### config.mk
export PLATFORM = sky130hd
export DESIGN_NAME = axi4_write_upsizer
export DESIGN_NICKNAME = d
export VERILOG_FILES = /design/src/rtl/axi4_width_pkg.sv /design/src/rtl/axi4_write_beat_packer.sv /design/src/rtl/axi4_write_upsizer.sv
export SDC_FILE = /design/constraint.sdc
export NUM_CORES = 1
export LEC_CHECK = 0
export ABC_AREA = 1
export BUFFER_PORTS_ARGS = -buffer_cell sky130_fd_sc_hd__buf_2
export CAP_MARGIN = 15
export CORE_MARGIN = 3
export CORE_UTILIZATION = 40
export CTS_BUF_LIST = sky130_fd_sc_hd__clkbuf_8
export DETAILED_ROUTE_END_ITERATION = 8
export GPL_TIMING_DRIVEN = 0
export PLACE_DENSITY_LB_ADDON = 0.05
export REMOVE_ABC_BUFFERS = 1
export SLEW_MARGIN = 20
export SYNTH_ARGS = -nofsm -noshare
export SYNTH_HDL_FRONTEND = slang
export SYNTH_SLANG_ARGS = --single-unit
### constraint.sdc
create_clock -name clock -period 10.05 [get_ports clock]
set_input_delay 0.5025 -clock clock [delete_from_list [all_inputs] [get_ports clock]]
set_output_delay 0.5025 -clock clock [all_outputs]
set_load 0.02 [all_outputs]
### src/rtl/axi4_width_pkg.sv
// Shared types and constants for the 32->64 bit AXI4 write upsizer.
// The master-side burst length helper lives here so the bench and RTL agree on one definition.
package axi4_width_pkg;

  typedef enum logic [2:0] {
    IDLE  = 3'd0,
    AW    = 3'd1,
    DATA  = 3'd2,
    RESP  = 3'd3,
    BRESP = 3'd4
  } state_e;

  localparam logic [1:0] RESP_OKAY   = 2'b00;
  localparam logic [1:0] RESP_SLVERR = 2'b10;
  localparam logic [2:0] M_SIZE      = 3'd3;

  // Number of 64-bit beats minus one, given the starting lane and the 32-bit beat count minus one.
  function automatic logic [3:0] m_len_calc(input logic lane, input logic [3:0] s_len);
    logic [4:0] sum;
    sum = {4'b0000, lane} + {1'b0, s_len};
    return sum[4:1];
  endfunction

endpackage

### src/rtl/axi4_write_beat_packer.sv
// Packs 32-bit write beats into 64-bit lanes and holds the packed beat until the master W accepts it.
module axi4_write_beat_packer (
  input  logic        clock,
  input  logic        reset,
  input  logic        start_i,
  input  logic        lane_init_i,
  input  logic        en_i,
  input  logic        s_valid_i,
  input  logic [31:0] s_data_i,
  input  logic [3:0]  s_strb_i,
  input  logic        s_last_i,
  output logic        s_ready_o,
  input  logic        m_ready_i,
  output logic        m_valid_o,
  output logic [63:0] m_data_o,
  output logic [7:0]  m_strb_o,
  output logic        m_last_o,
  output logic        done_o
);

  logic        lane_q;
  logic        valid_q;
  logic        last_q;
  logic [63:0] data_q;
  logic [7:0]  strb_q;
  logic        accept;
  logic        fire;

  // Slave beats are only taken while no packed beat is waiting, so accept and fire never coincide.
  assign s_ready_o = en_i && !valid_q;
  assign accept    = s_valid_i && s_ready_o;
  assign fire      = valid_q && m_ready_i;
  assign done_o    = fire && last_q;

  assign m_valid_o = valid_q;
  assign m_data_o  = data_q;
  assign m_strb_o  = strb_q;
  assign m_last_o  = last_q;

  always_ff @(posedge clock or posedge reset) begin
    if (reset) begin
      lane_q  <= 1'b0;
      valid_q <= 1'b0;
      last_q  <= 1'b0;
      data_q  <= '0;
      strb_q  <= '0;
    end else if (start_i) begin
      lane_q  <= lane_init_i;
      valid_q <= 1'b0;
      last_q  <= 1'b0;
      data_q  <= '0;
      strb_q  <= '0;
    end else if (fire) begin
      valid_q <= 1'b0;
      last_q  <= 1'b0;
      data_q  <= '0;
      strb_q  <= '0;
    end else if (accept) begin
      if (lane_q) begin
        data_q[63:32] <= s_data_i;
        strb_q[7:4]   <= s_strb_i;
      end else begin
        data_q[31:0]  <= s_data_i;
        strb_q[3:0]   <= s_strb_i;
      end
      // A last beat in the low lane ships half-filled; the empty lane stays zero with zero strobes.
      if (lane_q || s_last_i) begin
        valid_q <= 1'b1;
        last_q  <= s_last_i;
        lane_q  <= 1'b0;
      end else begin
        lane_q  <= 1'b1;
      end
    end
  end

endmodule

### src/rtl/axi4_write_upsizer.sv
// 32-bit AXI4 write slave to 64-bit AXI4 write master, one outstanding INCR burst of 4-byte beats.
// Handshakes: a transfer happens on a rising clock edge where valid and ready are both high; valid never waits on ready.
module axi4_write_upsizer
  import axi4_width_pkg::*;
#(
  parameter int ID_WIDTH   = 4,
  parameter int ADDR_WIDTH = 32
) (
  input  logic                  clock,
  input  logic                  reset,
  input  logic                  io_s_axi_aw_valid,
  output logic                  io_s_axi_aw_ready,
  input  logic [ID_WIDTH-1:0]   io_s_axi_aw_bits_id,
  input  logic [ADDR_WIDTH-1:0] io_s_axi_aw_bits_addr,
  input  logic [3:0]            io_s_axi_aw_bits_len,
  input  logic                  io_s_axi_w_valid,
  output logic                  io_s_axi_w_ready,
  input  logic [31:0]           io_s_axi_w_bits_data,
  input  logic [3:0]            io_s_axi_w_bits_strb,
  input  logic                  io_s_axi_w_bits_last,
  output logic                  io_s_axi_b_valid,
  input  logic                  io_s_axi_b_ready,
  output logic [ID_WIDTH-1:0]   io_s_axi_b_bits_id,
  output logic [1:0]            io_s_axi_b_bits_resp,
  output logic                  io_m_axi_aw_valid,
  input  logic                  io_m_axi_aw_ready,
  output logic [ID_WIDTH-1:0]   io_m_axi_aw_bits_id,
  output logic [ADDR_WIDTH-1:0] io_m_axi_aw_bits_addr,
  output logic [3:0]            io_m_axi_aw_bits_len,
  output logic [2:0]            io_m_axi_aw_bits_size,
  output logic                  io_m_axi_w_valid,
  input  logic                  io_m_axi_w_ready,
  output logic [63:0]           io_m_axi_w_bits_data,
  output logic [7:0]            io_m_axi_w_bits_strb,
  output logic                  io_m_axi_w_bits_last,
  input  logic                  io_m_axi_b_valid,
  output logic                  io_m_axi_b_ready,
  input  logic [1:0]            io_m_axi_b_bits_resp,
  output state_e                dbg_state_o
);

  state_e                state_q;
  logic                  s_aw_ready_q;
  logic                  m_aw_valid_q;
  logic                  m_b_ready_q;
  logic                  s_b_valid_q;
  logic [ID_WIDTH-1:0]   id_q;
  logic [ADDR_WIDTH-1:3] addr_q;
  logic [3:0]            len_q;
  logic [1:0]            resp_q;
  logic                  aw_fire;
  logic                  beat_done;
  logic [1:0]            unused_addr_bits;

  assign unused_addr_bits = io_s_axi_aw_bits_addr[1:0];
  assign aw_fire          = io_s_axi_aw_valid && s_aw_ready_q;

  assign io_s_axi_aw_ready     = s_aw_ready_q;
  assign io_s_axi_b_valid      = s_b_valid_q;
  assign io_s_axi_b_bits_id    = id_q;
  assign io_s_axi_b_bits_resp  = resp_q;
  assign io_m_axi_aw_valid     = m_aw_valid_q;
  assign io_m_axi_aw_bits_id   = id_q;
  assign io_m_axi_aw_bits_addr = {addr_q, 3'b000};
  assign io_m_axi_aw_bits_len  = len_q;
  assign io_m_axi_aw_bits_size = M_SIZE;
  assign io_m_axi_b_ready      = m_b_ready_q;
  assign dbg_state_o           = state_q;

  always_ff @(posedge clock or posedge reset) begin
    if (reset) begin
      state_q      <= IDLE;
      s_aw_ready_q <= 1'b0;
      m_aw_valid_q <= 1'b0;
      m_b_ready_q  <= 1'b0;
      s_b_valid_q  <= 1'b0;
      id_q         <= '0;
      addr_q       <= '0;
      len_q        <= '0;
      resp_q       <= RESP_OKAY;
    end else begin
      case (state_q)
        IDLE: begin
          if (aw_fire) begin
            id_q         <= io_s_axi_aw_bits_id;
            addr_q       <= io_s_axi_aw_bits_addr[ADDR_WIDTH-1:3];
            len_q        <= m_len_calc(io_s_axi_aw_bits_addr[2], io_s_axi_aw_bits_len);
            s_aw_ready_q <= 1'b0;
            m_aw_valid_q <= 1'b1;
            state_q      <= AW;
          end else begin
            s_aw_ready_q <= 1'b1;
          end
        end
        AW: begin
          if (io_m_axi_aw_ready) begin
            m_aw_valid_q <= 1'b0;
            state_q      <= DATA;
          end
        end
        DATA: begin
          if (beat_done) begin
            m_b_ready_q <= 1'b1;
            state_q     <= RESP;
          end
        end
        RESP: begin
          if (io_m_axi_b_valid) begin
            resp_q      <= io_m_axi_b_bits_resp;
            m_b_ready_q <= 1'b0;
            s_b_valid_q <= 1'b1;
            state_q     <= BRESP;
          end
        end
        BRESP: begin
          // Re-arm AW on the same edge so a back-to-back burst loses no cycle.
          if (io_s_axi_b_ready) begin
            s_b_valid_q  <= 1'b0;
            s_aw_ready_q <= 1'b1;
            state_q      <= IDLE;
          end
        end
        default: state_q <= IDLE;
      endcase
    end
  end

  axi4_write_beat_packer u_packer (
    .clock       (clock),
    .reset       (reset),
    .start_i     (aw_fire),
    .lane_init_i (io_s_axi_aw_bits_addr[2]),
    .en_i        (state_q == DATA),
    .s_valid_i   (io_s_axi_w_valid),
    .s_data_i    (io_s_axi_w_bits_data),
    .s_strb_i    (io_s_axi_w_bits_strb),
    .s_last_i    (io_s_axi_w_bits_last),
    .s_ready_o   (io_s_axi_w_ready),
    .m_ready_i   (io_m_axi_w_ready),
    .m_valid_o   (io_m_axi_w_valid),
    .m_data_o    (io_m_axi_w_bits_data),
    .m_strb_o    (io_m_axi_w_bits_strb),
    .m_last_o    (io_m_axi_w_bits_last),
    .done_o      (beat_done)
  );

endmodule
==> metrics.cfg, run 1 <==
[cts]
ctsResizeCount=0
clock_sinks=121
path_clk_slew_ns=0.07
cts_buffers=17
clk_path_buf_depth=2
worstSkewPairLatency_ns=0.43
cts_tree=built
htreeDepth=4
holdBufCountCts=0
clockRootBuffer=clkbuf_8
postCtsSetupRepairBufs=0

[synthesis]
synthArstFlopShare_pct=100
ys_ff_latch=121
synth-seq-area-share_pct=57.1
synth_area_leaders=dfrtp_1 (57%), nand2_1 (28%), nor2_1 (3.5%), buf_6 (3.4%), buf_4 (1.8%)
synth_edf_count=0
synth-warning-count=0
synth_most_common_cell=nand2_1
synth_top_cell_by_area=dfrtp_1
synth_common_cells=nand2_1 (391), dfrtp_1 (121), nor2_1 (49)
ys_types=22
syn_area_um2=5310
synth_top_area_share_pct=57.1
syn-instance-count=649
synth_area_per_cell_um2=8.18
synth_ff_type=dfrtp_1

[timing]
rsz0062_at_grt=no
slew_viol_final=0
setup_slack_ns=7.70
fmax_mhz=425
post-route-period-util_pct=23.4
skew_ns=0.00691
final.setup.tns_ns=0
setup_violations=0
layout_min_cycle_time_ns=2.35
hold_slack_ns=0.160
worst_pin_slew_ns=0.998
slew_headroom_pct=33.3
hold_viol_final=0

[cells_and_area]
instances_no_fill=1031
drive_gt1_share_pct=29.7
fin_area_um2=6740
fin_util_pct=52.7
area_growth_pct=27.0
fillers=1269
nets=934
diodes=0

[worst_setup_path]
crit_path_end_kind=register
critical_path_class=register to register
worst_ep_required_time_ns=10.34
r2r_cells=6
critPathTopFamily=simple AND/OR/NAND/NOR gates
startpoint_type=register
crit_cells=6
arrival_ns=2.65
worstPathMaxFanout=40
path_buf_inv=1
cp_slowest_stage_delay_ns=0.62
slowest_stage=nor2_4
critical_path.cell_chain=nor2_4 -> nand2_1 -> nor2_4 -> inv_2 -> nand2_1 -> o21ai_2

[power]
power.total_mw=2.17
p_leak_nw=4.21
vdd_drop_max_v=0.000123
p_per_area_nw_per_um2=321

[placed_design]
place_ws_ns=7.65
hpwlAfterDp_um=9640
placed_cells_incl_taps=999
place.port_buffers=209
globalplace.congestion=0.753
placed_cell_area_um2=6330

[global_routing]
gr-max-usage-layer=met2
grt_pass1_wl_um=22700
grtUsageMet2_pct=32.7
gr-usage-met3_pct=7.04
grt_remaining_overflow=0
grt_max_degree=65
grt_usage_pct=20.1
grtUsageMet1_pct=24.9
antenna_found_initial=0
grt_pass1_vias=4474

[route]
wire_per_inst_um=14.1
ant_nets=0
dr.pass1.iters=5
wl_um=14500
drt-initial-drc-count=254
viasPerCell=4.54
num_vias=4684
post-route-drc-count=0

[die]
fp.dieH_um=121
rows=41
die_w_um=121
io_pins=218
die_area_um2=14700
initial_core_util_pct=41.5
core_um2=12800

[hold_path]
hp-class=primary input to async pin

[run]
maxCapViolCount=0

[run_status]
run_status=complete, no violations

[cell usage in the layout, fill, tap and decap left out, types with 3 or more instances in the layout]
| master | count |
|---|---|
| nor2_1 | 49 |
| bufinv_16 | 3 |
| nand3_1 | 10 |
| nor2_4 | 4 |
| o21ai_0 | 6 |
| dfrtp_1 | 121 |
| clkinv_2 | 6 |
| conb_1 | 6 |
| inv_1 | 16 |
| buf_2 | 209 |
| nand2_1 | 390 |
| clkbuf_8 | 20 |
| nand2_2 | 4 |
[layout make-up]
cell class / count / area (um^2) / area share (%)
inverters: 16 / 65.1 / 0.966
multi-input cells: 479 / 1920 / 28.5
well taps: 172 / 215 / 3.19
clock buffers: 20 / 275 / 4.09
repair buffers: 211 / 1100 / 16.3
flip-flops and latches: 121 / 3030 / 44.9
clock inverters: 12 / 131 / 1.95
[per-layer routing]
layer / vias to the layer above / wire [um] / part of all wire [%]
li1: 2341 / - / -
met5: - / 0 / 0
met2: 173 / 6740 / 47
met1: 2157 / 6190 / 43
met3: 13 / 1360 / 9.4
met4: 0 / 197 / 1.4
[report_power, final]
group          leakage, nW  switching (mW)  internal [mW]
sequential            1.61           0.116          0.682
combinational         2.38           0.649          0.273
clock                0.226           0.185          0.260
total                 4.21           0.951           1.21
[worst register-to-register path, cell delays in order (launching register included)]
cell and delay, ns:
dfrtp_1 0.47, nor2_4 0.23, nand2_1 0.13, nor2_4 0.62
inv_2 0.52, nand2_1 0.19, o21ai_2 0.06
[final timing paths]
path | startpoint | endpoint | slack (ns)
min | reset | io_m_axi_aw_bits_id[0] | 0.16
min reg2reg | u_packer.m_data_o[42] | u_packer.m_data_o[42] | 0.46
max reg2reg | dbg_state_o[0] | io_m_axi_aw_bits_len[3] | 7.70
max | dbg_state_o[0] | io_m_axi_aw_bits_len[3] | 7.70
min in group clock | io_s_axi_aw_bits_addr[12] | addr_q[12] | 0.27
max in group asynchronous | reset | u_packer.m_data_o[22] | 9.17
[state kept, by name, indices dropped and copies added (netlist names), 2 cells and up]
register and cells:
u_packer.m_data_o 64, addr_q 29, u_packer.m_strb_o 8, io_m_axi_aw_bits_id 4, io_m_axi_aw_bits_len 4, dbg_state_o 3
io_s_axi_b_bits_resp 2
[logic make-up after synthesis]
family	count (synthesis)	share of synthesized area [%]
xor+xnor	2	0.330
simple gates	461	34.1
compound gates	9	1.04
flops	121	57.1
buf+inv	53	7.05
fa+ha+maj	1	0.236
other cells	2	0.142
No activity file was read; power rests on OpenSTA's default activity.
==> run 2: changes to the inputs <==
==> constraint.sdc (replaced) <==
create_clock -name clock -period 2.1 [get_ports clock]
set_input_delay 0.105 -clock clock [delete_from_list [all_inputs] [get_ports clock]]
set_output_delay 0.105 -clock clock [all_outputs]
set_load 0.02 [all_outputs]
==> metrics.cfg, run 2 (synthesis results as in run 1) <==
[run_status]
run_status=complete, no violations

[cells_and_area]
mostFrequentLayoutCells=nand2_1 (390), buf_2 (209), dfrtp_1 (121), dlygate4sd3_1 (79), nor2_1 (49)
drive_gt1_share_pct=27.5
area_growth_pct=42.6
final_common_cell=nand2_1
fillers=1164
largest_reg_flops=64
nets=1017
diodes=0

[timing]
worst_pin_slew_ns=1.01
slew_viol_final=0
rsz0062_at_grt=yes
hold_slack_ns=0.0639
skew_ns=0.00914
final.setup.tns_ns=0
post-route-period-util_pct=99.2
hold_viol_final=0
slew_headroom_pct=32.6
setup_violations=0
layout_min_cycle_time_ns=2.08
fmax_mhz=480

[placed_design]
globalplace.congestion=0.753
hpwlAfterDp_um=9640
place.port_buffers=209

[worst_setup_path]
arrival_ns=2.45
critical_path.cell_chain=nor2_4 -> nand4_4 -> nor2_2 -> nand2_1 -> nand2_1
crit_path_end_kind=register
path_buf_inv=0
worst_ep_required_time_ns=2.47
critPathTopFamily=simple AND/OR/NAND/NOR gates
crit_path_frequent_cell=nand2_1
cp_slowest_stage_delay_ns=0.86
critical_path_class=register to register
startpoint_type=register
worstPathMaxFanout=18
slowest_stage=nor2_2

[power]
p_per_area_nw_per_um2=1400
p_sw_share_pct=44.1
internal-power_mw=5.93
p_seq_share_pct=36.2
vdd_drop_max_v=0.000594
combPwrFrac_pct=43.7
p_leak_nw=4.56
p_sw_mw=4.68
power.total_mw=10.6
p_clk_share_pct=20.0

[die]
initial_core_util_pct=41.5
die_w_um=121
core_um2=12800
fp.dieH_um=121
die_area_um2=14700
rows=41
io_pins=218

[global_routing]
grt_usage_pct=21.6
grt_remaining_overflow=0
grt_pass1_vias=4910
grt_max_degree=65
antenna_found_initial=0
grt_pass1_wl_um=24600

[route]
maxUsedRoutingLayer=met4
met1_length_um=6710
post-route-drc-count=0
wl_um=16000
wire_per_inst_um=14.4
wl_met2_um=7720
dr.pass1.iters=5
num_vias=5078
drt-initial-drc-count=252
viasPerCell=4.56
ant_nets=0
wl_met3_um=1320

[hold_path]
hp-class=primary input to register

[cts]
cts_tree=built
clk_path_buf_depth=2
htreeDepth=4
clockRootBuffer=clkbuf_8
worstSkewPairLatency_ns=0.44
path_clk_slew_ns=0.07
cts_buffers=17
clock_sinks=121

[run]
maxCapViolCount=0

run 2: changes by cell type in the layout (fill, tap and decap cells not counted):
cell and delta:
nor2_2 +3, nand2_2 -2, nand2_4 +2, dlygate4sd3_1 +79, buf_4 +1
run 2: stage by stage:
| stage | cells | area (um^2) | util [%] | setup WS [ns] |
|---|---|---|---|---|
| 4_1_cts | 1112 | 7550 | 59.1 | 0.0950 |
| 3_5_place_dp | 999 | 6330 | 49.6 | -0.299 |
| 2_1_floorplan | 616 | 5010 | - | -1.22 |
| 6_report | 1114 | 7560 | 59.2 | 0.0176 |
| 3_3_place_gp | 997 | 6270 | 49.1 | -2.63 |
| 5_1_grt | 1114 | 7560 | 59.2 | -0.0649 |
run 2: what timing repair did:
| item | CTS | global route |
|---|---|---|
| pin swaps | 1 | 2 |
| setup endpoints to repair | 41 | 61 |
| endpoints found under the hold margin | 178 | 0 |
| setup buffers | 1 | 0 |
| hold buffers | 79 | 0 |
| resized for setup | 2 | 0 |
| cloned | 1 | 2 |
run 2: final cells by class:
type                       count  area, um^2  area share, %
sequential                   121        3030           40.0
multi-input combinational    482        1950           25.8
timing repair buffer         291        1900           25.1
clock buffer                  20         275           3.64
tap                          172         215           2.84
clock inverter                12         131           1.74
inverter                      16        65.1          0.860
run 2: tightest hold or removal path: stages:
cell and delay [ns]:
buf_2 0.10, nand4_1 0.09, xnor2_1 0.06, nand2_1 0.05
nand2_1 0.04
run 2: worst paths after layout:
kind,end,depth (start not counted),start,slack [ns]
min in group asynchronous,addr_q[12],3,reset,0.33
worst max-delay path,u_packer.m_data_o[40],5,dbg_state_o[0],0.02
worst max register to register,u_packer.m_data_o[40],5,dbg_state_o[0],0.02
max in group asynchronous,u_packer.m_data_o[54],4,reset,1.06
worst min-delay path,io_m_axi_aw_bits_len[2],5,io_s_axi_aw_bits_len[0],0.06
worst min register to register,u_packer.m_data_o[42],2,u_packer.m_data_o[42],0.46
run 2: power groups by stage:
stage | logic [mW] | registers [mW] | clock network [mW]
after CTS | 4.67 | 3.82 | 2.20
after floorplan | 1.57 | 5.02 | 0
final | 4.64 | 3.84 | 2.13
after global routing | 5.12 | 3.96 | 2.31
after detailed placement | 4.50 | 3.84 | 0
after global placement | 4.42 | 3.81 | 0
run 2: routing by layer:
metal,vias up,global-route usage [%]
li1,2508,-
met4,0,7.56
met2,187,37.3
met3,19,6.53
met5,-,0
met1,2364,25.7
==> run 3: changes to the inputs <==
==> constraint.sdc (replaced) <==
create_clock -name clock -period 2.1 [get_ports clock]
set_input_delay 0.63 -clock clock [delete_from_list [all_inputs] [get_ports clock]]
set_output_delay 0.63 -clock clock [all_outputs]
set_load 0.02 [all_outputs]
==> metrics.cfg, run 3 (synthesis results as in run 1) <==
[run_status]
run_status=complete, no violations

[power]
internal-power_mw=5.85
combPwrFrac_pct=43.1
p_seq_share_pct=36.6
vdd_drop_max_v=0.000574
p_per_area_nw_per_um2=1550
p_sw_share_pct=44.2
power.total_mw=10.5
p_clk_share_pct=20.3
p_sw_mw=4.64
p_leak_nw=4.23

[worst_setup_path]
worst_ep_required_time_ns=2.47
path_buf_inv=1
arrival_ns=2.42
worstPathMaxFanout=18
critical_path_class=register to register
crit_path_frequent_cell=nand2_1
critPathTopFamily=simple AND/OR/NAND/NOR gates
slowest_stage=nor2_2
startpoint_type=register
crit_path_end_kind=register
critical_path.cell_chain=nor2_4 -> buf_4 -> nand4_4 -> nor2_2 -> nand2_1 -> nand2_1
cp_slowest_stage_delay_ns=0.84

[route]
post-route-drc-count=0
num_vias=4727
wire_per_inst_um=14.6
dr.pass1.iters=4
wl_um=15200
drt-initial-drc-count=270
ant_nets=0
viasPerCell=4.56

[global_routing]
antenna_found_initial=0
grt_max_degree=65
grt_remaining_overflow=0
grt_pass1_vias=4521
grt_usage_pct=20.6
grt_pass1_wl_um=23200

[timing]
setup_violations=0
rsz0062_at_grt=yes
hold_viol_final=0
skew_ns=0.0111
layout_min_cycle_time_ns=2.05
hold_slack_ns=0.286
slew_headroom_pct=33.8
post-route-period-util_pct=97.4
fmax_mhz=489
slew_viol_final=0
worst_pin_slew_ns=0.991

[die]
io_pins=218
fp.dieH_um=121
initial_core_util_pct=41.5
core_um2=12800
rows=41
die_area_um2=14700
die_w_um=121

[cts]
path_clk_slew_ns=0.07
worstSkewPairLatency_ns=0.44
clock_sinks=121
cts_tree=built
clk_path_buf_depth=2
htreeDepth=4
cts_buffers=17
clockRootBuffer=clkbuf_8
holdBufCountCts=0

[placed_design]
place.port_buffers=209
placed_cell_area_um2=6330
globalplace.congestion=0.753
hpwlAfterDp_um=9640

[cells_and_area]
mostFrequentLayoutCells=nand2_1 (390), buf_2 (209), dfrtp_1 (118), nor2_1 (49), clkbuf_8 (20)
largest_reg_flops=64
drive_gt1_share_pct=30.4
area_growth_pct=27.9
final_common_cell=nand2_1
fin_area_um2=6790
nets=939

[hold_path]
hp-class=primary input to async pin

[run]
maxCapViolCount=0

## run 3: changes by cell type in the layout (fill, tap and decap cells not counted), sizes merged
cell and delta:
diode +1, dlygate4sd3 -79, buf +1
## run 3: metrics by stage
stage,cells,setup TNS [ns],setup WS (ns),util (%)
floorplan,616,-216.41,-1.74,-
global placement,997,-470.69,-3.15,49.1
detailed placement,999,-31.22,-0.371,49.6
CTS,1034,0,0.0513,53.0
global route,1036,-0.269,-0.0330,53.1
finish,1037,0,0.0538,53.1
## run 3: worst paths after layout
check | start | to | slack [ns] | depth (start not counted)
max in group asynchronous | reset | u_packer.m_data_o[54] | 1.11 | 3
worst min register to register | u_packer.m_data_o[42] | u_packer.m_data_o[42] | 0.46 | 2
worst max register to register | dbg_state_o[2] | u_packer.m_data_o[40] | 0.05 | 6
worst min-delay path | reset | addr_q[12] | 0.29 | 2
worst max-delay path | dbg_state_o[2] | u_packer.m_data_o[40] | 0.05 | 6
min in group clock | io_s_axi_aw_bits_addr[12] | addr_q[12] | 0.40 | 3
## run 3: area by class of cell
| type | instances | area, um^2 |
|---|---|---|
| inverters | 16 | 65.1 |
| diodes | 1 | 2.50 |
| repair buffers | 213 | 1120 |
| clock buffers | 20 | 275 |
| flip-flops and latches | 121 | 3030 |
| fillers | 1268 | 5990 |
| well taps | 172 | 215 |
| multi-input cells | 482 | 1950 |
| clock inverters | 12 | 131 |
## run 3: worst register-to-register path: cells and delay by family (launching register included)
family / cells / cell delay [ns]
simple gates: 5 / 1.38
buf+inv: 1 / 0.15
flops: 1 / 0.45
## run 3: power groups by stage
stage,sequential (mW),clock [mW],combinational [mW]
floorplan,5.02,0,1.57
global placement,3.81,0,4.42
detailed placement,3.84,0,4.50
CTS,3.82,2.20,4.57
global route,3.95,2.32,5.00
finish,3.84,2.13,4.52
## run 3: metal layers
metal  up-vias  GRT usage, %  routed length (um)
li1       2353             -                   -
met1      2184          25.1                6450
met2       173          34.2                7140
met5         -             0                   0
met3        17          7.04                1350
met4         0          7.14                 221
## run 3: timing repair
item	4_1_cts	5_1_grt
buffers inserted	2	0
resized for setup	2	3
setup endpoints to repair	42	63
pin swaps	2	2
gates cloned	1	2
